==> src/rtl/soi_trace_buffer_pkg.sv <==
// Shared types and helpers for the SOI trace buffer.
// Default widths mirror the top-level parameter defaults.
package soi_trace_pkg;

  localparam int DEF_SOI_W = 1;
  localparam int DEF_TS_W  = 16;
  localparam int DEF_DEPTH = 8;
  localparam int DEF_CNT_W = 8;
  localparam int PTR_W     = $clog2(DEF_DEPTH);

  typedef struct packed {
    logic                 lost;
    logic [DEF_TS_W-1:0]  ts;
    logic [DEF_SOI_W-1:0] val;
  } soi_rec_t;

  // Baseline on enable rise, otherwise on value change.
  function automatic logic trig(
    input logic en,
    input logic en_d,
    input logic chg
  );
    return en && (!en_d || chg);
  endfunction

endpackage

==> src/rtl/soi_trace_buffer_if.sv <==
// Host-side read port of the SOI trace buffer.
// Valid/ready handshake with first-word-fall-through data.
interface soi_trace_buffer_if #(
  parameter int SOI_W = 1,
  parameter int TS_W  = 16
);

  logic             rd_valid;
  logic             rd_ready;
  logic [SOI_W-1:0] rd_value;
  logic [TS_W-1:0]  rd_ts;
  logic             rd_lost;

  modport master (
    output rd_valid,
    output rd_value,
    output rd_ts,
    output rd_lost,
    input  rd_ready
  );

  modport slave (
    input  rd_valid,
    input  rd_value,
    input  rd_ts,
    input  rd_lost,
    output rd_ready
  );

endinterface

==> src/rtl/soi_trace_buffer_fifo.sv <==
// Generic circular FWFT FIFO; extra pointer MSB separates full from empty.
// Read data is forced to zero while empty.
module soi_fifo #(
  parameter int W     = 8,
  parameter int DEPTH = 8
) (
  input  logic                     clk,
  input  logic                     rst_n,
  input  logic                     clear,
  input  logic                     push,
  input  logic                     pop,
  input  logic [W-1:0]             wdata,
  output logic [W-1:0]             rdata,
  output logic                     full,
  output logic                     empty,
  output logic [$clog2(DEPTH):0]   count
);

  localparam int AW = $clog2(DEPTH);

  logic [W-1:0] mem [DEPTH];
  logic [AW:0]  wr_ptr;
  logic [AW:0]  rd_ptr;
  logic         do_push;
  logic         do_pop;

  assign empty = (wr_ptr == rd_ptr);
  assign full  = (wr_ptr[AW-1:0] == rd_ptr[AW-1:0]) &&
                 (wr_ptr[AW] != rd_ptr[AW]);
  assign count = wr_ptr - rd_ptr;

  assign do_pop  = pop && !empty;
  assign do_push = push && (!full || do_pop);

  assign rdata = empty ? '0 : mem[rd_ptr[AW-1:0]];

  always_ff @(posedge clk or negedge rst_n) begin
    if (!rst_n) begin
      wr_ptr <= '0;
      rd_ptr <= '0;
    end else if (clear) begin
      wr_ptr <= '0;
      rd_ptr <= '0;
    end else begin
      if (do_push) wr_ptr <= wr_ptr + 1'b1;
      if (do_pop)  rd_ptr <= rd_ptr + 1'b1;
    end
  end

  always_ff @(posedge clk) begin
    if (do_push && !clear)
      mem[wr_ptr[AW-1:0]] <= wdata;
  end

endmodule

==> src/rtl/soi_trace_buffer.sv <==
// Samples an SOI signal, records changes with timestamps into a FIFO,
// and counts events dropped while the FIFO is full.
module soi_trace_buffer
  import soi_trace_pkg::*;
#(
  parameter int SOI_W = 1,
  parameter int TS_W  = 16,
  parameter int DEPTH = 8,
  parameter int CNT_W = 8
) (
  input  logic                    clk,
  input  logic                    rst_n,
  input  logic                    en,
  input  logic                    clear,
  input  logic [SOI_W-1:0]        soi_in,
  soi_trace_buffer_if.master      rd,
  output logic [$clog2(DEPTH):0]  count,
  output logic [CNT_W-1:0]        drop_cnt
);

  localparam int RW = 1 + TS_W + SOI_W;

  typedef struct packed {
    logic             lost;
    logic [TS_W-1:0]  ts;
    logic [SOI_W-1:0] val;
  } rec_t;

  logic [TS_W-1:0]  ts_cnt;
  logic [SOI_W-1:0] prev_soi;
  logic             en_d;
  logic             lost_flag;
  logic             evt;
  logic             pop;
  logic             push;
  logic             drop;
  logic             full;
  logic             empty;
  rec_t             wrec;
  rec_t             rrec;

  assign evt  = trig(en, en_d, soi_in != prev_soi);
  assign pop  = !empty && rd.rd_ready;
  assign push = evt && !clear && (!full || pop);
  assign drop = evt && !clear && full && !pop;

  assign wrec = '{lost: lost_flag, ts: ts_cnt, val: soi_in};

  soi_fifo #(
    .W     (RW),
    .DEPTH (DEPTH)
  ) u_fifo (
    .clk   (clk),
    .rst_n (rst_n),
    .clear (clear),
    .push  (push),
    .pop   (pop),
    .wdata (wrec),
    .rdata (rrec),
    .full  (full),
    .empty (empty),
    .count (count)
  );

  assign rd.rd_valid = !empty;
  assign rd.rd_value = rrec.val;
  assign rd.rd_ts    = rrec.ts;
  assign rd.rd_lost  = rrec.lost;

  // Change tracking runs through clear so no false edge follows it.
  always_ff @(posedge clk or negedge rst_n) begin
    if (!rst_n) begin
      prev_soi <= '0;
      en_d     <= 1'b0;
    end else begin
      prev_soi <= soi_in;
      en_d     <= en;
    end
  end

  always_ff @(posedge clk or negedge rst_n) begin
    if (!rst_n) begin
      ts_cnt    <= '0;
      lost_flag <= 1'b0;
      drop_cnt  <= '0;
    end else if (clear) begin
      ts_cnt    <= '0;
      lost_flag <= 1'b0;
      drop_cnt  <= '0;
    end else begin
      if (en) ts_cnt <= ts_cnt + 1'b1;
      if (drop) begin
        lost_flag <= 1'b1;
        if (drop_cnt != {CNT_W{1'b1}})
          drop_cnt <= drop_cnt + 1'b1;
      end else if (push) begin
        lost_flag <= 1'b0;
      end
    end
  end

endmodule

==> src/flat_wrapper.sv <==
// flat-port wrapper written by rule: the top's interface ports become plain ports
module soi_trace_buffer_flat import soi_trace_pkg::*;
#(
  parameter int SOI_W = 1,
  parameter int TS_W  = 16,
  parameter int DEPTH = 8,
  parameter int CNT_W = 8
)
  (clk, rst_n, en, clear, soi_in, count, drop_cnt, rd_rd_valid, rd_rd_value, rd_rd_ts, rd_rd_lost, rd_rd_ready);
  soi_trace_buffer_if #(.SOI_W(SOI_W), .TS_W(TS_W)) rd_i ();
  input  logic clk;
  input  logic rst_n;
  input  logic en;
  input  logic clear;
  input  logic [SOI_W-1:0] soi_in;
  output logic [$clog2(DEPTH):0] count;
  output logic [CNT_W-1:0] drop_cnt;
  output wire logic [$bits(rd_i.rd_valid)-1:0] rd_rd_valid;
  output wire logic [$bits(rd_i.rd_value)-1:0] rd_rd_value;
  output wire logic [$bits(rd_i.rd_ts)-1:0] rd_rd_ts;
  output wire logic [$bits(rd_i.rd_lost)-1:0] rd_rd_lost;
  input wire logic [$bits(rd_i.rd_ready)-1:0] rd_rd_ready;
  assign rd_rd_valid = rd_i.rd_valid;
  assign rd_rd_value = rd_i.rd_value;
  assign rd_rd_ts = rd_i.rd_ts;
  assign rd_rd_lost = rd_i.rd_lost;
  assign rd_i.rd_ready = rd_rd_ready;
  soi_trace_buffer #(.SOI_W(SOI_W), .TS_W(TS_W), .DEPTH(DEPTH), .CNT_W(CNT_W)) u_core (.clk(clk), .rst_n(rst_n), .en(en), .clear(clear), .soi_in(soi_in), .rd(rd_i), .count(count), .drop_cnt(drop_cnt));
endmodule
==> config.mk <==
export PLATFORM = sky130hd
export DESIGN_NAME = soi_trace_buffer_flat
export DESIGN_NICKNAME = d
export VERILOG_FILES = /design/src/rtl/soi_trace_buffer_pkg.sv /design/src/rtl/soi_trace_buffer_if.sv /design/src/rtl/soi_trace_buffer_fifo.sv /design/src/rtl/soi_trace_buffer.sv /design/src/flat_wrapper.sv
export SDC_FILE = /design/constraint.sdc
export NUM_CORES = 1
export LEC_CHECK = 0
export ABC_AREA = 1
export BUFFER_PORTS_ARGS = -buffer_cell sky130_fd_sc_hd__buf_2
export CAP_MARGIN = 20
export CORE_AREA = 5 5 135 137
export CTS_CLUSTER_SIZE = 20
export DETAILED_ROUTE_END_ITERATION = 8
export DIE_AREA = 0 0 140 142
export GPL_ROUTABILITY_DRIVEN = 0
export PLACE_DENSITY = 0.66
export SYNTH_ARGS = -nofsm -noshare
export SYNTH_HDL_FRONTEND = slang
export SYNTH_HIERARCHICAL = 1
export SYNTH_SLANG_ARGS = --single-unit
export TNS_END_PERCENT = 10
==> constraint.sdc <==
create_clock -name clk -period 5.8 [get_ports clk]
set_input_delay 0 -clock clk [delete_from_list [all_inputs] [get_ports clk]]
set_output_delay 0 -clock clk [all_outputs]
set_load 0.02 [all_outputs]
# Word level (Yosys, flattened, before mapping)
# Memory sizes are Yosys's and may differ from the RTL's.
# Index checks and enable logic that the tools add are counted.
op_classes:
  add_sub_neg: 5
  mul: 0
  div: 0
  order_cmp: 0
  eq_ne: 5
  shifts: 0
  muxes: 15
  bitwise: 0
  n_reduce_logical: 25
op_table:
  columns: ["op", "count"]
  rows:
  - ["16-bit 2-to-1 mux", 2]
  - ["8-bit 2-to-1 mux", 3]
  - ["18-bit 2-to-1 mux", 1]
  - ["16-bit by 1-bit adder with 16-bit output (second input constant)", 1]
  - ["4-bit 2-to-1 mux", 4]
  - ["1-bit logical AND", 10]
  - ["2-bit nonzero test", 5]
  - ["4-bit by 1-bit adder with 4-bit output (second input constant)", 2]
  - ["8-bit by 1-bit adder with 8-bit output (second input constant)", 1]
  - ["8-bit != test (second input constant)", 1]
  - ["1-bit zero test", 5]
  - ["1-bit 2-to-1 mux", 5]
  - ["4-bit == test", 1]
  - ["4-bit subtractor", 1]
  - ["3-bit == test", 1]
  - ["1-bit logical OR", 3]
  - ["3-bit nonzero test", 1]
  - ["1-bit != test", 2]
  - ["2-bit AND reduction", 1]
word_totals:
  reg_bits: 35
  latchBits: 0
  ram_bits: 144
  romBits: 0
  inputBits: 6
  output_inout_bits: 31
  memories: 1
memory_table:
  columns: ["name", "depth", "word_bits", "rd", "rd_clocked_by_memory_dff", "wr", "line_no", "source"]
  rows:
  - ["u_core.u_fifo.mem", 8, 18, 1, 0, 1, "soi_trace_buffer_fifo.sv:21", "logic [W-1:0] mem [DEPTH];"]

# Depth between registers and ports, before layout
# Gate-level depths: netlist (run 1).
logic_depth:
  word_depth: 9
  mapped_depth: 12
  mapped_depth_nobuf: 11

# By module
# The synthesis (run 1) kept the hierarchy.
modules_own_cells:
  columns: ["mod", "instances", "cells_each", "area_per_inst_um2", "seq_area_each_um2"]
  rows:
  - ["soi_fifo", 1, 648, 6638.9, 4524.3]
  - ["soi_trace_buffer", 1, 213, 1557.7, 675.6]

# Worst setup path after synthesis (run 1)
# OpenSTA, ideal clock, no wires.
synth_timing:
  path_kind: "register -> register"
  startpoint: "register u_core.u_fifo.rd_ptr[2]"
  endpoint: "memory u_core/u_fifo/mem[2][0] in the netlist's numbering, enable pin"
  setup_time_ns: 0.393
  arrival_time_ns: 2.944
  t_required_ns: 5.407
  setup_slack_ns: 2.463
  path_stages_with_launch: 12
  path_buffers: 2
  path_cell_list: "dfrtp_1 buf_2 buf_1 inv_1 ha_1 nand3_1 nor2_1 o21ai_1 inv_1 nor2_1 nand4_1 nor2_1"
synth_via:
  elab_chain_len: 9
  word_cells_on_any_way: 14
synth_lines:
  columns: ["element", "line_no", "source"]
  rows:
  - ["start, declared", "soi_trace_buffer_fifo.sv:23", "logic [AW:0] rd_ptr;"]
  - ["start signal, assigned", "soi_trace_buffer_fifo.sv:46", "if (do_pop) rd_ptr <= rd_ptr + 1'b1;"]
  - ["4-bit == test", "soi_trace_buffer_fifo.sv:27", "assign empty = (wr_ptr == rd_ptr);"]
  - ["net u_core.empty", "soi_trace_buffer.sv:38", "logic empty;"]
  - ["1-bit zero test", "soi_trace_buffer.sv:43", "assign pop = !empty && rd.rd_ready;"]
  - ["1-bit logical AND", "soi_trace_buffer.sv:43", null]
  - ["1-bit logical OR", "soi_trace_buffer.sv:44", "assign push = evt && !clear && (!full || pop);"]
  - ["1-bit logical AND", "soi_trace_buffer.sv:44", null]
  - ["net u_core.push", "soi_trace_buffer.sv:35", "logic push;"]
  - ["1-bit logical AND", "soi_trace_buffer_fifo.sv:33", "assign do_push = push && (!full || do_pop);"]
  - ["1-bit logical AND", "soi_trace_buffer_fifo.sv:51", "if (do_push && !clear)"]
  - ["1-bit 2-to-1 mux", "soi_trace_buffer_fifo.sv:51", null]
  - ["1-bit 2-to-1 mux (not written as such)", "soi_trace_buffer_fifo.sv:52", "mem[wr_ptr[AW-1:0]] <= wdata;"]
  - ["end, declared", "soi_trace_buffer_fifo.sv:21", null]
# The timed path passes the listed nets, and every way through them passes these cells.

# Worst setup path after layout (run 1)
layout_timing:
  startpoint: "register u_core.u_fifo.rd_ptr[2]"
  endpoint: "memory u_core/u_fifo/mem[6][7] in the netlist's numbering, enable pin"
# Same word-level chain as after synthesis.

==> flow_summary.toml, run 1 <==
[timing]
hold_violations = 0
rsz0062_at_grt = "false"
finalSetupViolations = 0
finalSetupTns_ps = 0
finClkSkew_ps = 8.23
timing.final.crit_share = 0.621
slew_viol_final = 0
holdWs_ps = 83.2
slew_headroom = 0.260
tightest_slew_ps = 1110
period_needed_ps = 3600
timing.fmax_ghz = 0.278

[pwr]
power_per_cell_area_nw_per_um2 = 292
max-vdd-ir-drop_mv = 0.194
leakage_nw = 3.84

[detailed_routing]
drc = 0
avgViaCountPerCell = 5.09
first_pass_iters = 5
dr_wl_met2_mm = 8.87
drt-initial-drc-count = 488
antenna_left = 0
wl_per_cell_um = 16.0
finalWirelength_mm = 18.0
highest_layer = "met4"
num_vias = 5731
wl_met3_um = 730
drt-met1-wl_mm = 8.10

[synthesis]
synth.most_common_cell = "nand2_1"
synth_area_sq_um = 8200
synth_area_leaders = "edfxtp_1 (53%), dfrtp_1 (11%), nand2_1 (8.8%)"
yosysSeqAreaShare = 0.634
synth-edff-count = 144
syn_avg_cell_area_sq_um = 9.52
syn_inst = 861
synthTopCellsByCount = "nand2_1 (192), nor2_1 (191), edfxtp_1 (144), inv_1 (85), nand3_1 (74)"
synthesis.nets = 875
ys_ff_latch = 179
synth_top_area_cell = "edfxtp_1"
ys.flop_type = "edfxtp_1"
ys_warn_count = 6
synth_top_area_frac = 0.528
synthDistinctLibCells = 35
async_reset_ff_frac = 0.196

[placement]
hpwl_mm = 11.5
io_buffers = 36

[finish]
layout-drive-gt1-share = 0.102
num_antenna_cells = 0
fin_nets = 903
syn2layout_area_growth_pct = 11.8

[worst_setup_path]
path_class = "register to register"
critical_path_arrival_ps = 3640
cp-start-kind = "register"
cp_max_fo = 41
critPathRequiredTime_ps = 5840
endpoint_kind = "register"

[cts]
cts_tree = "yes"
insertion_delay_ps = 420
ctsHoldBuffers = 4
cts.sinks = 179
cts_root_buffer = "clkbuf_16"
cts_resized = 0
post_cts_buffers = 0
cts_htree_levels = 4
clkTransAtPathRegs_ps = 60
cts_buffers = 17
cts_max_path_buffers = 2

[status]
outcome = "finished clean"

[die]
die_area_sq_um = 19900
die_h_um = 142
core_sq_um = 16900
fp-row-count = 48
start_util = 0.484
io_pins = 37
die_w_um = 140

[global_route]
antenna_found_initial = 0
grt_pass1_wl_mm = 28.7
grt_pass1_vias = 5243
grt_max_degree = 95
grt_util_all_layers = 0.187
grt_overflow = 0

[hold_path]
hold_class = "input pin to register"

[job]
drv_cap = 0
==> cell type report <==
cell class                      count  area, sq um
Multi-Input combinational cell    554         2490
Timing Repair Buffer               43          243
Clock inverter                     11          163
Tap cell                          225          282
Clock buffer                       19          433
Fill cell                        1510         7770
Inverter                           94          353
Sequential cell                   179         5200
==> path summary, 6_finish.rpt <==
check | startpoint | to | slack, ps | cells after the start
min in group asynchronous | rst_n | u_core/ts_cnt[11] | 230 | 2
worst min register to register | u_core/drop_cnt[1] | u_core/drop_cnt[1] | 550 | 2
worst max register to register | u_core/u_fifo/rd_ptr[2] | u_core/u_fifo/mem[6][7] | 2200 | 10
max in group asynchronous | rst_n | u_core/u_fifo/rd_ptr[0] | 4990 | 2
worst min-delay path | rd_rd_ready | u_core/lost_flag | 80 | 4
worst max-delay path | u_core/u_fifo/rd_ptr[2] | u_core/u_fifo/mem[6][7] | 2200 | 10
==> cells by family (layout without fill, tap and decap cells) <==
group,after synthesis,after routing,synth area share
AND/OR/NAND/NOR,481,481,0.243
XOR/XNOR,7,7,0.00748
adder cells (fa/ha/maj),8,8,0.0131
buffers and inverters,128,167,0.0641
flip-flops,179,179,0.634
AO/OA/AOI/OAI,58,58,0.0376
==> registers in the layout (all words and copies together) (netlist names) <==
register,cells
u_core/ts_cnt,16
u_core/en_d,1
u_core/u_fifo/mem,144
u_core/u_fifo/rd_ptr,4
u_core/u_fifo/wr_ptr,4
u_core/drop_cnt,8
u_core/lost_flag,1
u_core/prev_soi,1
==> per-stage QoR <==
| step | area [sq um] | setup slack (ps) | utilization | cells | total power, mW |
|---|---|---|---|---|---|
| 2_1_floorplan | 8200 | 2460 | - | 861 | 1.50 |
| 3_3_place_gp | 8530 | 2310 | 0.504 | 1091 | 1.54 |
| 3_5_place_dp | 8530 | 2190 | 0.504 | 1091 | 1.54 |
| 4_1_cts | 9170 | 2180 | 0.541 | 1125 | 2.70 |
| 5_1_grt | 9170 | 2000 | 0.541 | 1125 | 2.76 |
| 6_report | 9170 | 2200 | 0.541 | 1125 | 2.68 |
==> cells in the final DEF, fill, tap and decap left out, types with 3 or more instances in the layout <==
cell type and instances:
a21oi_1 7, buf_2 36, buf_4 3, bufinv_16 4, clkbuf_16 17, clkinv_1 5
clkinvlp_4 3, dfrtp_1 33, dlygate4sd3_1 4, edfxtp_1 144, ha_1 7, inv_1 85
inv_2 7, nand2_1 192, nand3_1 74, nand4_1 9, nor2_1 183, nor2_2 10
nor3_1 3, o21ai_0 22, o21ai_1 23, xor2_1 5
==> metal layers <==
metal | vias to the layer above | track usage
met4 | 0 | 0.0663
met5 | - | 0
li1 | 2853 | -
met2 | 129 | 0.305
met1 | 2724 | 0.256
met3 | 25 | 0.0329
==> power breakdown <==
| part | internal (mW) | switching (mW) | leakage [nW] | total, mW |
|---|---|---|---|---|
| registers | 1.39 | 0.0128 | 1.79 | 1.40 |
| clock network | 0.712 | 0.451 | 0.278 | 1.16 |
| logic | 0.0331 | 0.0841 | 1.77 | 0.117 |
| total | 2.13 | 0.548 | 3.84 | 2.68 |
==> critical path: stages (launching register included) <==
cell,delay [ps]
dfrtp_1,320
buf_4,400
inv_1,90
ha_1,350
nand3_1,120
nor2_1,80
o21ai_1,240
inv_1,70
nor2_1,320
nand4_1,300
nor2_2,920
No activity file was read; power rests on OpenSTA's default activity.
==> run 2, diff against run 1 <==
Settings changed: PLACE_DENSITY 0.66 to 0.68.
Clock period 5.8 ns to 3.1 ns, I/O delays scaled along.
==> run 2 against run 1 <==
Effect of this change:
- final cell count rose by 1.4%
- clock power rose by 91%
- register-to-register slack got worse by 1800 ps
- design area rose by 1.4%
- global-route usage fell by 0.56 points
- clock skew barely moved
- non-clock buffer count rose by 14
- critical path depth fell by 1
- sequential cell count did not move
- wire length fell by 5.2%
- first-iteration DRC count fell by 9.6%
- count of clock-buffer cells in the layout fell by 1
- largest power group unchanged
==> flow_summary.toml, run 2 (synthesis gave the netlist of run 1 again) <==
[status]
outcome = "finished clean"

[placement]
dpl.cell_count = 1105
io_buffers = 36
dpl_cell_area_sq_um = 8640
hpwl_mm = 11.0

[die]
start_util = 0.484
die_area_sq_um = 19900
fp-row-count = 48
io_pins = 37
die_h_um = 142
core_sq_um = 16900
die_w_um = 140

[detailed_routing]
antenna_left = 0
num_vias = 5674
finalWirelength_mm = 17.1
avgViaCountPerCell = 4.97
drc = 0
wl_per_cell_um = 15.0
first_pass_iters = 5
drt-initial-drc-count = 441

[global_route]
grt_overflow = 0
grt_pass1_vias = 5372
antenna_found_initial = 0
grt_pass1_wl_mm = 28.2
grt_util_all_layers = 0.182
grt_max_degree = 60

[worst_setup_path]
path_class = "register to register"
endpoint_kind = "register"
critical_path_arrival_ps = 2850
cp_max_fo = 16
cp-start-kind = "register"
critPathRequiredTime_ps = 3210
rr_worst_depth = 9
r2r-end = "u_core/u_fifo/mem[1][15]"
rr_startpoint = "u_core/u_fifo/wr_ptr[2]"
r2r_slack_ps = 360

[timing]
period_needed_ps = 2740
slew_viol_final = 0
finalSetupViolations = 0
hold_violations = 0
slew_headroom = 0.449
tightest_slew_ps = 826
rsz0062_at_grt = "false"
timing.fmax_ghz = 0.365
timing.final.crit_share = 0.884
finalSetupTns_ps = 0
finClkSkew_ps = 8.35

[cts]
ctsHoldBuffers = 4
post_cts_buffers = 0
cts_htree_levels = 4
cts_root_buffer = "clkbuf_16"
cts.sinks = 179
cts_tree = "yes"
insertion_delay_ps = 420
cts_max_path_buffers = 2
cts_resized = 0
cts_buffers = 17
clkTransAtPathRegs_ps = 60

[finish]
layout-drive-gt1-share = 0.121
fin_cells = 1141
utilization = 0.549
largest_reg_flops = 144
fin_area_sq_um = 9290
mostFrequentLayoutCell = "nand2_1"
final_cell_mix = "nand2_1 (192), nor2_1 (183), edfxtp_1 (144)"
fin_nets = 917
num_antenna_cells = 0
syn2layout_area_growth_pct = 13.4

[pwr]
leakage_nw = 3.91
power_per_cell_area_nw_per_um2 = 544
max-vdd-ir-drop_mv = 0.405

[hold_path]
hold_class = "input pin to register"
min_from = "rd_rd_ready"
holdPathStages = 5
hold_end = "u_core/lost_flag"

[job]
drv_cap = 0
[run 2: changes by cell type in the layout (fill, tap and decap cells not counted)]
| cell | delta |
|---|---|
| buf_4 | +14 |
| clkinv_2 | +3 |
| clkinv_1 | -2 |
| clkbuf_1 | -1 |
| clkinvlp_4 | +1 |
| inv_6 | +1 |
[run 2: report_power, final]
part | internal, mW | switching [mW]
clock network | 1.34 | 0.874
registers | 2.59 | 0.0229
logic | 0.0648 | 0.156
total | 4.00 | 1.05
[run 2: area by class of cell]
cell class	instances	area, sq um
multi-input combinational	554	2490
tap	225	282
clock inverter	14	186
timing repair buffer	57	348
clock buffer	18	429
sequential	179	5200
fill	1507	7640
inverter	94	353
[run 2: per-stage QoR]
stage	hold WS, ps	power, mW	setup WS [ps]
final	113	5.05	361
after detailed placement	158	2.89	359
after floorplan	-296	2.80	-237
after CTS	102	5.09	357
after global routing	181	5.24	88.0
after global placement	152	2.88	399
[run 2: how the worst max path moves through the flow]
stage | from | endpoint | slack (ps) | cells past startpoint
2_1_floorplan | u_core/u_fifo/rd_ptr[2] | u_core/u_fifo/mem[2][0] | -240 | 11
3_3_place_gp | u_core/u_fifo/wr_ptr[2] | u_core/u_fifo/mem[1][4] | 400 | 9
3_5_place_dp | u_core/u_fifo/wr_ptr[2] | u_core/u_fifo/mem[1][1] | 360 | 9
4_1_cts | u_core/u_fifo/wr_ptr[2] | u_core/u_fifo/mem[1][15] | 360 | 9
5_1_grt | u_core/u_fifo/wr_ptr[0] | u_core/u_fifo/mem[1][15] | 90 | 10
6_report | u_core/u_fifo/wr_ptr[2] | u_core/u_fifo/mem[1][15] | 360 | 9
[run 2: worst max-delay path: stages, from the launching register on]
cell and delay [ps]:
dfrtp_1 480, ha_1 400, nand3_1 120, nor2_1 80, o21ai_1 170, inv_1 50
nor2_1 300, nand3_1 310, nor2_2 220, buf_4 280
[run 2: routing by layer]
layer | share of wire | vias up | GRT usage
met1 | 0.47 | 2667 | 0.248
met5 | 0 | - | 0
met4 | 0.013 | 0 | 0.0535
met2 | 0.48 | 106 | 0.301
li1 | - | 2881 | -
met3 | 0.034 | 20 | 0.0323
